<file path="src/rtl/ram_arbiter.sv">
// Two-requester (CPU/DMA) arbiter for the single-port main RAM.
// It runs one access every three cycles and returns registered read data with a one-cycle ack.
module ram_arbiter #(
  parameter bit CPU_PRIO = 1'b0
) (
  input  logic        clk,
  input  logic        reset,
  input  logic        cpu_req,
  input  logic        cpu_we,
  input  logic        cpu_byte,
  input  logic [15:0] cpu_addr,
  input  logic [15:0] cpu_wdata,
  output logic        cpu_ack,
  output logic [15:0] cpu_rdata,
  input  logic        dma_req,
  input  logic        dma_we,
  input  logic        dma_byte,
  input  logic [15:0] dma_addr,
  input  logic [15:0] dma_wdata,
  output logic        dma_ack,
  output logic [15:0] dma_rdata,
  output logic [15:0] ram_addr,
  output logic [15:0] ram_di,
  output logic        ram_ce_n,
  output logic        ram_we_n,
  output logic        ram_byte_op,
  input  logic [15:0] ram_do
);

  typedef enum logic [1:0] {IDLE, ACCESS, DONE} state_t;

  state_t      state;
  logic        owner_dma;
  logic        last_dma;
  logic        cpu_win;
  logic [15:0] read_value;

  // On a tie the CPU wins under priority mode, otherwise whoever was not granted last.
  always_comb begin
    cpu_win = 1'b0;
    if (cpu_req && !dma_req)
      cpu_win = 1'b1;
    else if (cpu_req && dma_req)
      cpu_win = CPU_PRIO ? 1'b1 : last_dma;
  end

  // Byte reads return the selected byte in the low lane with the high lane cleared.
  always_comb begin
    read_value = ram_do;
    if (ram_byte_op)
      read_value = {8'h00, ram_do[7:0]};
  end

  always_ff @(posedge clk) begin
    if (reset) begin
      state       <= IDLE;
      owner_dma   <= 1'b0;
      last_dma    <= 1'b1;
      cpu_ack     <= 1'b0;
      dma_ack     <= 1'b0;
      cpu_rdata   <= 16'h0000;
      dma_rdata   <= 16'h0000;
      ram_addr    <= 16'h0000;
      ram_di      <= 16'h0000;
      ram_ce_n    <= 1'b1;
      ram_we_n    <= 1'b1;
      ram_byte_op <= 1'b0;
    end else begin
      case (state)
        IDLE: begin
          if (cpu_req || dma_req) begin
            owner_dma   <= !cpu_win;
            last_dma    <= !cpu_win;
            ram_ce_n    <= 1'b0;
            ram_we_n    <= cpu_win ? !cpu_we    : !dma_we;
            ram_addr    <= cpu_win ? cpu_addr   : dma_addr;
            ram_di      <= cpu_win ? cpu_wdata  : dma_wdata;
            ram_byte_op <= cpu_win ? cpu_byte   : dma_byte;
            state       <= ACCESS;
          end
        end
        ACCESS: begin
          // The RAM commits writes on this edge; reads are captured into the owner's rdata.
          if (ram_we_n) begin
            if (owner_dma)
              dma_rdata <= read_value;
            else
              cpu_rdata <= read_value;
          end
          cpu_ack     <= !owner_dma;
          dma_ack     <= owner_dma;
          ram_ce_n    <= 1'b1;
          ram_we_n    <= 1'b1;
          ram_addr    <= 16'h0000;
          ram_di      <= 16'h0000;
          ram_byte_op <= 1'b0;
          state       <= DONE;
        end
        DONE: begin
          cpu_ack <= 1'b0;
          dma_ack <= 1'b0;
          state   <= IDLE;
        end
        default: state <= IDLE;
      endcase
    end
  end

endmodule

</file>
<file path="config.mk">
export PLATFORM = sky130hd
export DESIGN_NAME = ram_arbiter
export DESIGN_NICKNAME = d
export VERILOG_FILES = /design/src/rtl/ram_arbiter.sv
export SDC_FILE = /design/constraint.sdc
export NUM_CORES = 1
export LEC_CHECK = 0
export ABC_AREA = 1
export CAP_MARGIN = 20
export CORE_UTILIZATION = 41
export DETAILED_ROUTE_END_ITERATION = 10
export GPL_TIMING_DRIVEN = 0
export PLACE_DENSITY = 0.88
export SYNTH_ARGS = -nofsm -noshare
export SYNTH_HDL_FRONTEND = slang
export SYNTH_SLANG_ARGS = --single-unit
</file>
<file path="constraint.sdc">
create_clock -name clk -period 1.63 [get_ports clk]
set_clock_uncertainty 0.05 [all_clocks]
set_input_delay 0.2445 -clock clk [delete_from_list [all_inputs] [get_ports clk]]
set_output_delay 0.2445 -clock clk [all_outputs]
set_load 0.05 [all_outputs]
</file>
== After elaboration in Yosys (flattened, before gate mapping) ==
Cells that the tools add are included.
W data, S select, Z words.

* Flip-flop bits (word level): 73
* Bits in latches: 0
* Memory bits (writable): 0
* ROM bits: 0
* Bits of input ports: 88
* Output and inout bits: 69
* Logic and storage cells: 52
* Memories: 0

* Add/subtract/negate cells: 0
* Multipliers: 0
* Divide/modulo/power cells: 0
* Magnitude comparators: 0
* Equal/unequal tests: 3
* Shift operators: 0
* Muxes and demuxes: 21
* Bitwise operators: 1
* Reduce and logical (&&, ||, !) cells: 15

{| class="wikitable"
|+ Operator list
! cell !! number
|-
| $mux W16 || 5
|-
| $pmux W16 S2 || 2
|-
| $pmux W1 S2 || 5
|-
| $mux W1 || 7
|-
| $reduce_and A3 Y1 || 2
|-
| $logic_not A1 Y1 || 5
|-
| $pmux W2 S2 || 1
|-
| $reduce_and A2 Y1 || 2
|-
| $reduce_bool A2 Y1 || 2
|-
| $eq A2 B1 Y1 const B || 1
|-
| $eq A2 B2 Y1 const B || 1
|-
| $logic_and A1 B1 Y1 || 2
|-
| $logic_not A2 Y1 || 1
|-
| $mux W2 || 1
|-
| $ne A2 B2 Y1 const B || 1
|-
| $logic_or A1 B1 Y1 || 1
|-
| $not A1 Y1 || 1
|}

== Depth between registers and ports, before layout ==
Gate-level depths: netlist of the first run.

* Depth after elaboration: 6
* Depth in mapped cells: 8
* Gate-level depth less buffers: 7

== Least setup slack after synthesis of the first run ==
Ideal clock, no wire load.

* Path type: register to register
* Start point: register ram_we_n
* End point: register dma_rdata[13]
* Setup time: 116 ps
* Arrival time: 1321 ps
* Required time: 1464 ps
* Slack: 143 ps
* Stages on the path, launching flop included: 7
* Path buffers: 1
* Clock period less this slack: 1487 ps
* Cells stage by stage: dfxtp_1 > nand2_2 > nor2_4 > inv_2 > buf_6 > nor2_1 > nor2_1

* Longest elaborated chain between the ends: 1

{| class="wikitable"
|+ RTL lines
! element !! line !! source
|-
| start: declaration || 25 || <nowiki>output logic ram_we_n,</nowiki>
|-
| start signal: assignment || 75 || <nowiki>ram_we_n <= cpu_win ? !cpu_we : !dma_we;</nowiki>
|-
| $reduce_and A3 Y1 (no source line) || n/a ||
|-
| end signal: assignment || 86 || <nowiki>dma_rdata <= read_value;</nowiki>
|-
| end: declaration || 21 || <nowiki>output logic [15:0] dma_rdata,</nowiki>
|}

Every way passes these cells.
A chain may end at the register's enable or synchronous reset.

== Worst setup path after layout of the first run ==
* Start point: register ram_we_n
* End point: output ram_we_n

No word-level cell between the ends.

==> results.rst, run 1 <==
.. list-table::
   :header-rows: 1

   * - Metric
     - Value
   * - Total buffers and inverters traversed by the critical path
     - 1
   * - Static Leak
     - approximately 2.6 nW
   * - Overall die area
     - about 8500 um^2
   * - Number of clock buffers inserted by TritonCTS
     - 9
   * - Vias in the first global route
     - between 3,000 and 4,000
   * - Antenna Diode Count
     - 0
   * - Top achievable clock speed
     - ~640 MHz
   * - Maximum number of pins on one net before global-route repair
     - 14
   * - Required time reported for the critical path endpoint
     - 1.34 ns
   * - Critical path's slowest cell
     - sky130_fd_sc_hd__dlygate4sd2_1
   * - Clock root buffer
     - sky130_fd_sc_hd__clkbuf_8
   * - Number of pins exceeding their max-slew limit in the final report
     - 0
   * - Buffer levels on the longest clock path
     - 2
   * - Final Net Count
     - 726
   * - Combined flip-flop and latch cell area
     - 1460 um^2
   * - Number of storage elements in the synthesis netlist
     - 73
   * - End of the worst register-to-register path
     - ram_addr[2]
   * - Shortest clock period the worst path allows after layout
     - about 1.6 ns
   * - Remaining DRCs
     - 0
   * - Critical path origin
     - ram_we_n
   * - Proportion of synthesized chip area in sequential cells
     - 43.7%
   * - Crit-path cells
     - dlygate4sd2_1
   * - Number of antenna-violating nets in the routed design
     - 0
   * - Final standard cell utilization of the core
     - between 60 and 70%
   * - Antenna violations before repair
     - 0
   * - Post-detailed-placement half-perimeter wirelength
     - about 7500 um
   * - Core Footprint
     - between 7000 and 8000 um^2
   * - Setup crit end kind
     - primary output
   * - Path length in cells of the critical path
     - 1
   * - Initial cell density of the core
     - between 40% and 50%
   * - Result of the run
     - completed
   * - Drt initial violations
     - 139
   * - Slew at the pin closest to its max-slew limit
     - between 0.5 and 0.6 ns
   * - Max Cap Viol
     - 0
   * - Peak supply drop
     - just over 0.6 mV
   * - Launch point of the worst reg-to-reg path
     - state[0]
   * - Clock-pin slew of the registers on the worst-case setup and hold paths
     - around 0.070 ns
   * - Synth-to-layout area growth
     - 59.1%
   * - Synth Instances
     - 459
   * - DR vias/cell
     - between 4 and 5
   * - Number of cells on the worst reg-to-reg path
     - 8
   * - TritonCTS clock tree
     - built
   * - # port buffers
     - roughly 150
   * - Delay contributed by the slowest stage of the critical path
     - 0.56 ns
   * - Commonest cells after routing, fill and taps aside
     - sky130_fd_sc_hd__nand2_1, sky130_fd_sc_hd__clkdlybuf4s50_1, sky130_fd_sc_hd__dfxtp_1, sky130_fd_sc_hd__dlygate4sd2_1, sky130_fd_sc_hd__nor2_1
   * - Path type of the worst setup path
     - reg -> out
   * - First-pass GRT wire length
     - roughly 17,000 um
   * - Row count
     - 32
   * - Detailed-route via count
     - about 3,700
   * - Synth cell types
     - 20
   * - # IOs
     - between 150 and 200
   * - Placed instance count
     - slightly above 700
   * - Depth of the CTS H-tree
     - 3
   * - Min-Delay Path Class
     - in -> reg
   * - Overall fraction of global-route tracks in use
     - between 20% and 30%
   * - Minimum setup slack among reg-to-reg paths
     - just under 0.07 ns
   * - Final setup violation count
     - 0
   * - Tightest slew margin relative to the limit
     - a little over three fifths
   * - RD Place Congestion
     - between 0.8 and 0.9
   * - Wire length after detailed routing
     - approximately 10,000 um
   * - Leading cell type in the layout, fill and taps excluded
     - sky130_fd_sc_hd__nand2_1
   * - Cell area after synthesis
     - roughly 3300 um^2
   * - Ys Warns
     - 0
   * - Number of clock sinks seen by CTS
     - 73
   * - Number of detailed-route iterations in the first pass
     - 4
   * - Family of cells with the greatest summed delay on the critical path
     - buffers and inverters
   * - Area of the multi-input gates
     - around 1500 um^2
   * - Hold violation total from the final report
     - 0
   * - Startpoint type of the worst setup path
     - register
   * - Synthesized net count
     - 551
   * - Mean area per synthesized cell
     - about 7.3 um^2
   * - Total of fill cells in the finished design
     - roughly 690
   * - GR Overflow Total
     - 0
   * - P per Cell Area
     - roughly 1100 nW/um^2
   * - Die Y-Extent
     - 92.4 um
   * - Layout cell share with drive strength beyond 1
     - around a tenth
   * - Termination of the worst setup path
     - ram_we_n
   * - Crit path max fanout
     - 3
   * - Horizontal die dimension
     - about 92 um
   * - Clock insertion delay at the later pin of the skew report
     - approximately 0.34 ns
   * - Arrival time at the worst endpoint
     - 1.27 ns
   * - Post-route clock period utilization
     - a little over nine tenths
   * - Finished Layout Cells
     - between 700 and 800
   * - WL/cell
     - between 10 and 15 um
==> per-layer routing <==
| layer | track usage, % | share of wire [%] | vias to the layer above |
|---|---|---|---|
| met3 | 5.75 | 8.2 | 19 |
| met2 | 44.6 | 50 | 169 |
| met5 | 0 | 0 | - |
| li1 | - | - | 1810 |
| met4 | 8.59 | 1.6 | 0 |
| met1 | 27.7 | 40 | 1670 |
==> sequential cells by signal (all words and copies together), names as in the netlist <==
name         cells
cpu_rdata       16
owner_dma        1
ram_di          16
ram_we_n         1
ram_byte_op      1
last_dma         1
state            2
cpu_ack          1
ram_addr        16
dma_rdata       16
dma_ack          1
ram_ce_n         1
==> power breakdown <==
part | internal [mW] | leakage [nW] | total [mW] | switching [mW]
sequential | 1.99 | 0.598 | 2.10 | 0.110
clock | 1.06 | 0.123 | 1.73 | 0.668
combinational | 0.714 | 1.84 | 2.03 | 1.31
total | 3.76 | 2.56 | 5.85 | 2.09
==> logic make-up after synthesis <==
logic type / Yosys count / synth area share, %
compound gates: 81 / 12.8
fa+ha+maj: 4 / 1.50
buf+inv: 84 / 11.5
flops: 73 / 43.7
simple gates: 217 / 30.5
==> layout make-up <==
type / count / area share, %
Timing Repair Buffer: 164 / 28.8
Buffer: 29 / 3.62
Clock buffer: 10 / 2.58
Clock inverter: 6 / 2.16
Inverter: 55 / 3.92
Tap cell: 102 / 2.40
Multi-Input combinational cell: 302 / 29.1
Sequential cell: 73 / 27.5
==> cell usage after synthesis <==
| cell type | n | area (um^2) |
|---|---|---|
| sky130_fd_sc_hd__nand2_2 | 2 | 12.5 |
| sky130_fd_sc_hd__buf_6 | 8 | 90.1 |
| sky130_fd_sc_hd__o21bai_1 | 1 | 7.51 |
| sky130_fd_sc_hd__nor2_4 | 3 | 33.8 |
| sky130_fd_sc_hd__clkbuf_1 | 14 | 52.6 |
| sky130_fd_sc_hd__nand3_1 | 35 | 175 |
| sky130_fd_sc_hd__nor3_4 | 1 | 16.3 |
| sky130_fd_sc_hd__nand2_1 | 87 | 327 |
| sky130_fd_sc_hd__ha_1 | 4 | 50.1 |
| sky130_fd_sc_hd__a21oi_2 | 4 | 35.0 |
| sky130_fd_sc_hd__o21ai_2 | 1 | 8.76 |
| sky130_fd_sc_hd__nand3b_1 | 33 | 248 |
| sky130_fd_sc_hd__buf_2 | 7 | 35.0 |
| sky130_fd_sc_hd__a21oi_1 | 43 | 215 |
| sky130_fd_sc_hd__inv_1 | 53 | 199 |
| sky130_fd_sc_hd__nor2_1 | 56 | 210 |
| sky130_fd_sc_hd__inv_2 | 2 | 7.51 |
| sky130_fd_sc_hd__dfxtp_1 | 73 | 1460 |
| sky130_fd_sc_hd__o21ai_0 | 31 | 155 |
| sky130_fd_sc_hd__o211ai_1 | 1 | 7.51 |
==> worst min path at each step <==
stage / from / endpoint / slack (ns) / cells past startpoint
finish: cpu_req / ram_addr[12] / 0.26 / 4
global route: cpu_req / ram_addr[12] / 0.25 / 4
CTS: cpu_req / ram_addr[12] / 0.25 / 4
detailed placement: dma_rdata[11] / dma_rdata[11] / 0.40 / 2
global placement: ram_ce_n / ram_ce_n / 0.39 / 2
floorplan: ram_do[5] / cpu_rdata[5] / 0.33 / 2
==> stage by stage <==
| stage | TNS [ns] | cell area, um^2 | power [mW] | hold slack (ns) | setup WS, ns |
|---|---|---|---|---|---|
| 3_3_place_gp | -11.02 | 5020 | 4.13 | 0.390 | -0.335 |
| 2_1_floorplan | 0 | 3350 | 3.41 | 0.329 | 0.143 |
| 5_1_grt | -0.0169 | 5330 | 6.13 | 0.254 | -0.0169 |
| 4_1_cts | 0 | 5270 | 5.84 | 0.251 | 0.0344 |
| 3_5_place_dp | -12.03 | 5020 | 4.17 | 0.403 | -0.367 |
| 6_report | 0 | 5330 | 5.85 | 0.255 | 0.0689 |
==> repair_timing <==
item	4_1_cts	5_1_grt
setup buffers	5	4
gates cloned	1	0
resized for setup	81	8
hold buffers	0	0
endpoints found under the setup margin	125	44
pin swaps	2	2
Power figures use the tool's default switching activity.
==> run 2, diff against run 1 <==
--- a/config.mk
+++ b/config.mk
@@ -7,10 +7,11 @@
 export LEC_CHECK = 0
 export ABC_AREA = 1
 export CAP_MARGIN = 20
-export CORE_UTILIZATION = 41
+export CORE_UTILIZATION = 25
+export CTS_CLUSTER_DIAMETER = 200
 export DETAILED_ROUTE_END_ITERATION = 10
 export GPL_TIMING_DRIVEN = 0
-export PLACE_DENSITY = 0.88
+export PLACE_DENSITY = 0.61
 export SYNTH_ARGS = -nofsm -noshare
 export SYNTH_HDL_FRONTEND = slang
 export SYNTH_SLANG_ARGS = --single-unit
==> run 2 against run 1 <==
Flip-flop and latch count is the same; fmax up 1.2%; cell count rose by 8.8%; clock power grew 34%; core utilization is 26 points lower; worst setup slack better by 0.018 ns; global-route usage decreased by 8.6 points; critical path depth stayed put; count of clock-buffer cells in the layout unchanged; sequential share of layout area down 0.78 points; register-to-register slack better by 0.06 ns; largest power group is now clock.
==> results.rst, run 2 (synthesis results as in run 1) <==
.. list-table::
   :header-rows: 1

   * - Metric
     - Value
   * - Result of the run
     - completed
   * - Setup repair after global routing missed its margin
     - no
   * - Required time reported for the critical path endpoint
     - 1.34 ns (about the same)
   * - Wire length after detailed routing
     - 10,800 um (+5.9%)
   * - Commonest cells after routing, fill and taps aside
     - sky130_fd_sc_hd__nand2_1, sky130_fd_sc_hd__clkdlybuf4s50_1, sky130_fd_sc_hd__dfxtp_1, sky130_fd_sc_hd__dlygate4sd2_1, sky130_fd_sc_hd__nor2_1
   * - Total buffers and inverters traversed by the critical path
     - 1 (unchanged)
   * - Placed instance count
     - 785 (+9.8%)
   * - Row count
     - 41 (+28%)
   * - Slew at the pin closest to its max-slew limit
     - 0.601 ns (+0.0444 ns)
   * - WL/cell
     - 13.4 um (-2.6%)
   * - Leading cell type in the layout, fill and taps excluded
     - sky130_fd_sc_hd__nand2_1
   * - Top achievable clock speed
     - 648 MHz (+1.2%)
   * - Shortest clock period the worst path allows after layout
     - 1.54 ns (-0.0178 ns)
   * - First-pass GRT wire length
     - 17,500 um (+5.5%)
   * - Clock root buffer
     - sky130_fd_sc_hd__clkbuf_16
   * - Min-Delay Path Class
     - in -> reg
   * - Initial cell density of the core
     - 26.1% (-17 points)
   * - RD Place Congestion
     - 0.791 (-4.5%)
   * - Family of cells with the greatest summed delay on the critical path
     - buffers and inverters
   * - Area of the multi-input gates
     - 1550 um^2 (-0.16%)
   * - TritonCTS clock tree
     - built
   * - Number of hold buffers added after cts
     - 0 (unchanged)
   * - Max Cap Viol
     - 0 (unchanged)
   * - Post-detailed-placement half-perimeter wirelength
     - 8250 um (+9.7%)
   * - Delay contributed by the slowest stage of the critical path
     - 0.57 ns (about the same)
   * - Maximum number of pins on one net before global-route repair
     - 14 (unchanged)
   * - Final setup violation count
     - 0 (unchanged)
   * - Path type of the worst setup path
     - reg -> out
   * - Core Footprint
     - 12,800 um^2 (+64%)
   * - P per Cell Area
     - 1170 nW/um^2 (+6.7%)
   * - Horizontal die dimension
     - 118 um (+27%)
   * - Combined flip-flop and latch cell area
     - 1460 um^2 (-0.17%)
   * - Clock insertion delay at the later pin of the skew report
     - 0.33 ns (about the same)
   * - Peak supply drop
     - 0.487 mV (-22%)
   * - Number of pins exceeding their max-slew limit in the final report
     - 0 (unchanged)
   * - Buffer levels on the longest clock path
     - 2 (unchanged)
   * - Antenna Diode Count
     - 0 (unchanged)
   * - Hold violation total from the final report
     - 0 (unchanged)
   * - Depth of the CTS H-tree
     - 3 (unchanged)
   * - Crit-path cells
     - dlygate4sd2_1
   * - Setup crit end kind
     - primary output
   * - Crit path max fanout
     - 3 (unchanged)
   * - Finished Layout Cells
     - 806 (+8.8%)
   * - Synth-to-layout area growth
     - 63.4%
   * - Critical path's slowest cell
     - sky130_fd_sc_hd__dlygate4sd2_1
   * - Overall fraction of global-route tracks in use
     - 15.8% (-8.6 points)
   * - Non-Filler Cell Area, Final
     - 5470 um^2 (+2.7%)
   * - Drt initial violations
     - 190 (+37%)
   * - Vias in the first global route
     - 3,487 (-2.5%)
   * - Post-route clock period utilization
     - 94.7% (-1.1 points)
   * - Layout cell share with drive strength beyond 1
     - 8.83% (-1.2 points)
   * - Number of detailed-route iterations in the first pass
     - 4 (unchanged)
   * - Tightest slew margin relative to the limit
     - 59.9% (-3.1 points)
   * - Antenna violations before repair
     - 0 (unchanged)
   * - Die Y-Extent
     - 118 um (+27%)
   * - Final Net Count
     - 721 (-0.69%)
   * - # IOs
     - 157 (unchanged)
   * - Startpoint type of the worst setup path
     - register
   * - Total of fill cells in the finished design
     - 1,347 (+95%)
   * - Clock-pin slew of the registers on the worst-case setup and hold paths
     - 0.06 ns (about the same)
   * - Detailed-route via count
     - 3,521 (-4.0%)
   * - Static Leak
     - 2.59 nW (+1.1%)
   * - DR vias/cell
     - 4.37 (-12%)
   * - Standard cell area after detailed placement
     - 5100 um^2 (+1.7%)
   * - Number of antenna-violating nets in the routed design
     - 0 (unchanged)
   * - Arrival time at the worst endpoint
     - 1.25 ns (-0.02 ns)
   * - Overall die area
     - 13,900 um^2 (+62%)
   * - Remaining DRCs
     - 0 (unchanged)
   * - Number of clock buffers inserted by TritonCTS
     - 9 (unchanged)
   * - GR Overflow Total
     - 0 (unchanged)
   * - Number of clock sinks seen by CTS
     - 73 (unchanged)
   * - # port buffers
     - 154 (unchanged)
[run 2: changes by cell type in the layout (fill, tap and decap cells not counted), moves of 2 or more]
cell,before,now
sky130_fd_sc_hd__buf_4,8,5
sky130_fd_sc_hd__a21oi_1,40,42
sky130_fd_sc_hd__dfxtp_2,2,0
sky130_fd_sc_hd__inv_6,0,2
sky130_fd_sc_hd__dfxtp_1,71,73
sky130_fd_sc_hd__a21oi_2,7,5
sky130_fd_sc_hd__clkbuf_8,10,1
sky130_fd_sc_hd__clkinv_4,2,0
sky130_fd_sc_hd__clkbuf_16,0,9
[run 2: cell type report]
cell class	count	area share [%]
multi-input cells	302	28.2
repair buffers	160	27.5
flip-flops and latches	73	26.7
clock buffers	10	4.37
well taps	172	3.93
inverters	55	3.77
plain buffers	28	3.41
clock inverters	6	2.06
[run 2: timing repair]
action / CTS / global route
buffers inserted: 5 / 1
pin swaps: 3 / 0
endpoints found under the setup margin: 124 / 50
gates resized for setup: 76 / 10
[run 2: per-stage QoR]
stage	setup TNS [ns]	total power, mW	setup WS, ns	hold slack (ns)	utilization (%)
final	0	6.41	0.0867	0.290	42.7
after global routing	0	6.72	0.00709	0.328	42.7
after CTS	0	6.43	0.0119	0.283	42.3
after detailed placement	-14.58	4.20	-0.430	0.404	39.8
after global placement	-12.90	4.17	-0.391	0.393	39.8
after floorplan	0	3.41	0.143	0.329	-
[run 2: routing by layer]
metal	vias up	part of all wire [%]	global-route usage, %
met2	122	46	25.8
met1	1585	46	20.4
met4	0	0.89	4.81
met5	-	0	0
met3	9	6.2	4.12
li1	1805	-	-
[run 2: worst paths after layout]
path / from / endpoint / slack [ns] / cells after the start
worst max-delay path: ram_we_n / ram_we_n / 0.09 / 1
worst min-delay path: cpu_req / ram_addr[10] / 0.29 / 4
worst max register to register: state[0] / ram_addr[2] / 0.13 / 8
worst min register to register: ram_addr[2] / ram_addr[2] / 0.41 / 2
[run 2: power by group]
part	switching, mW	internal [mW]
Sequential	0.108	1.99
Clock	0.775	1.55
Combinational	1.31	0.693
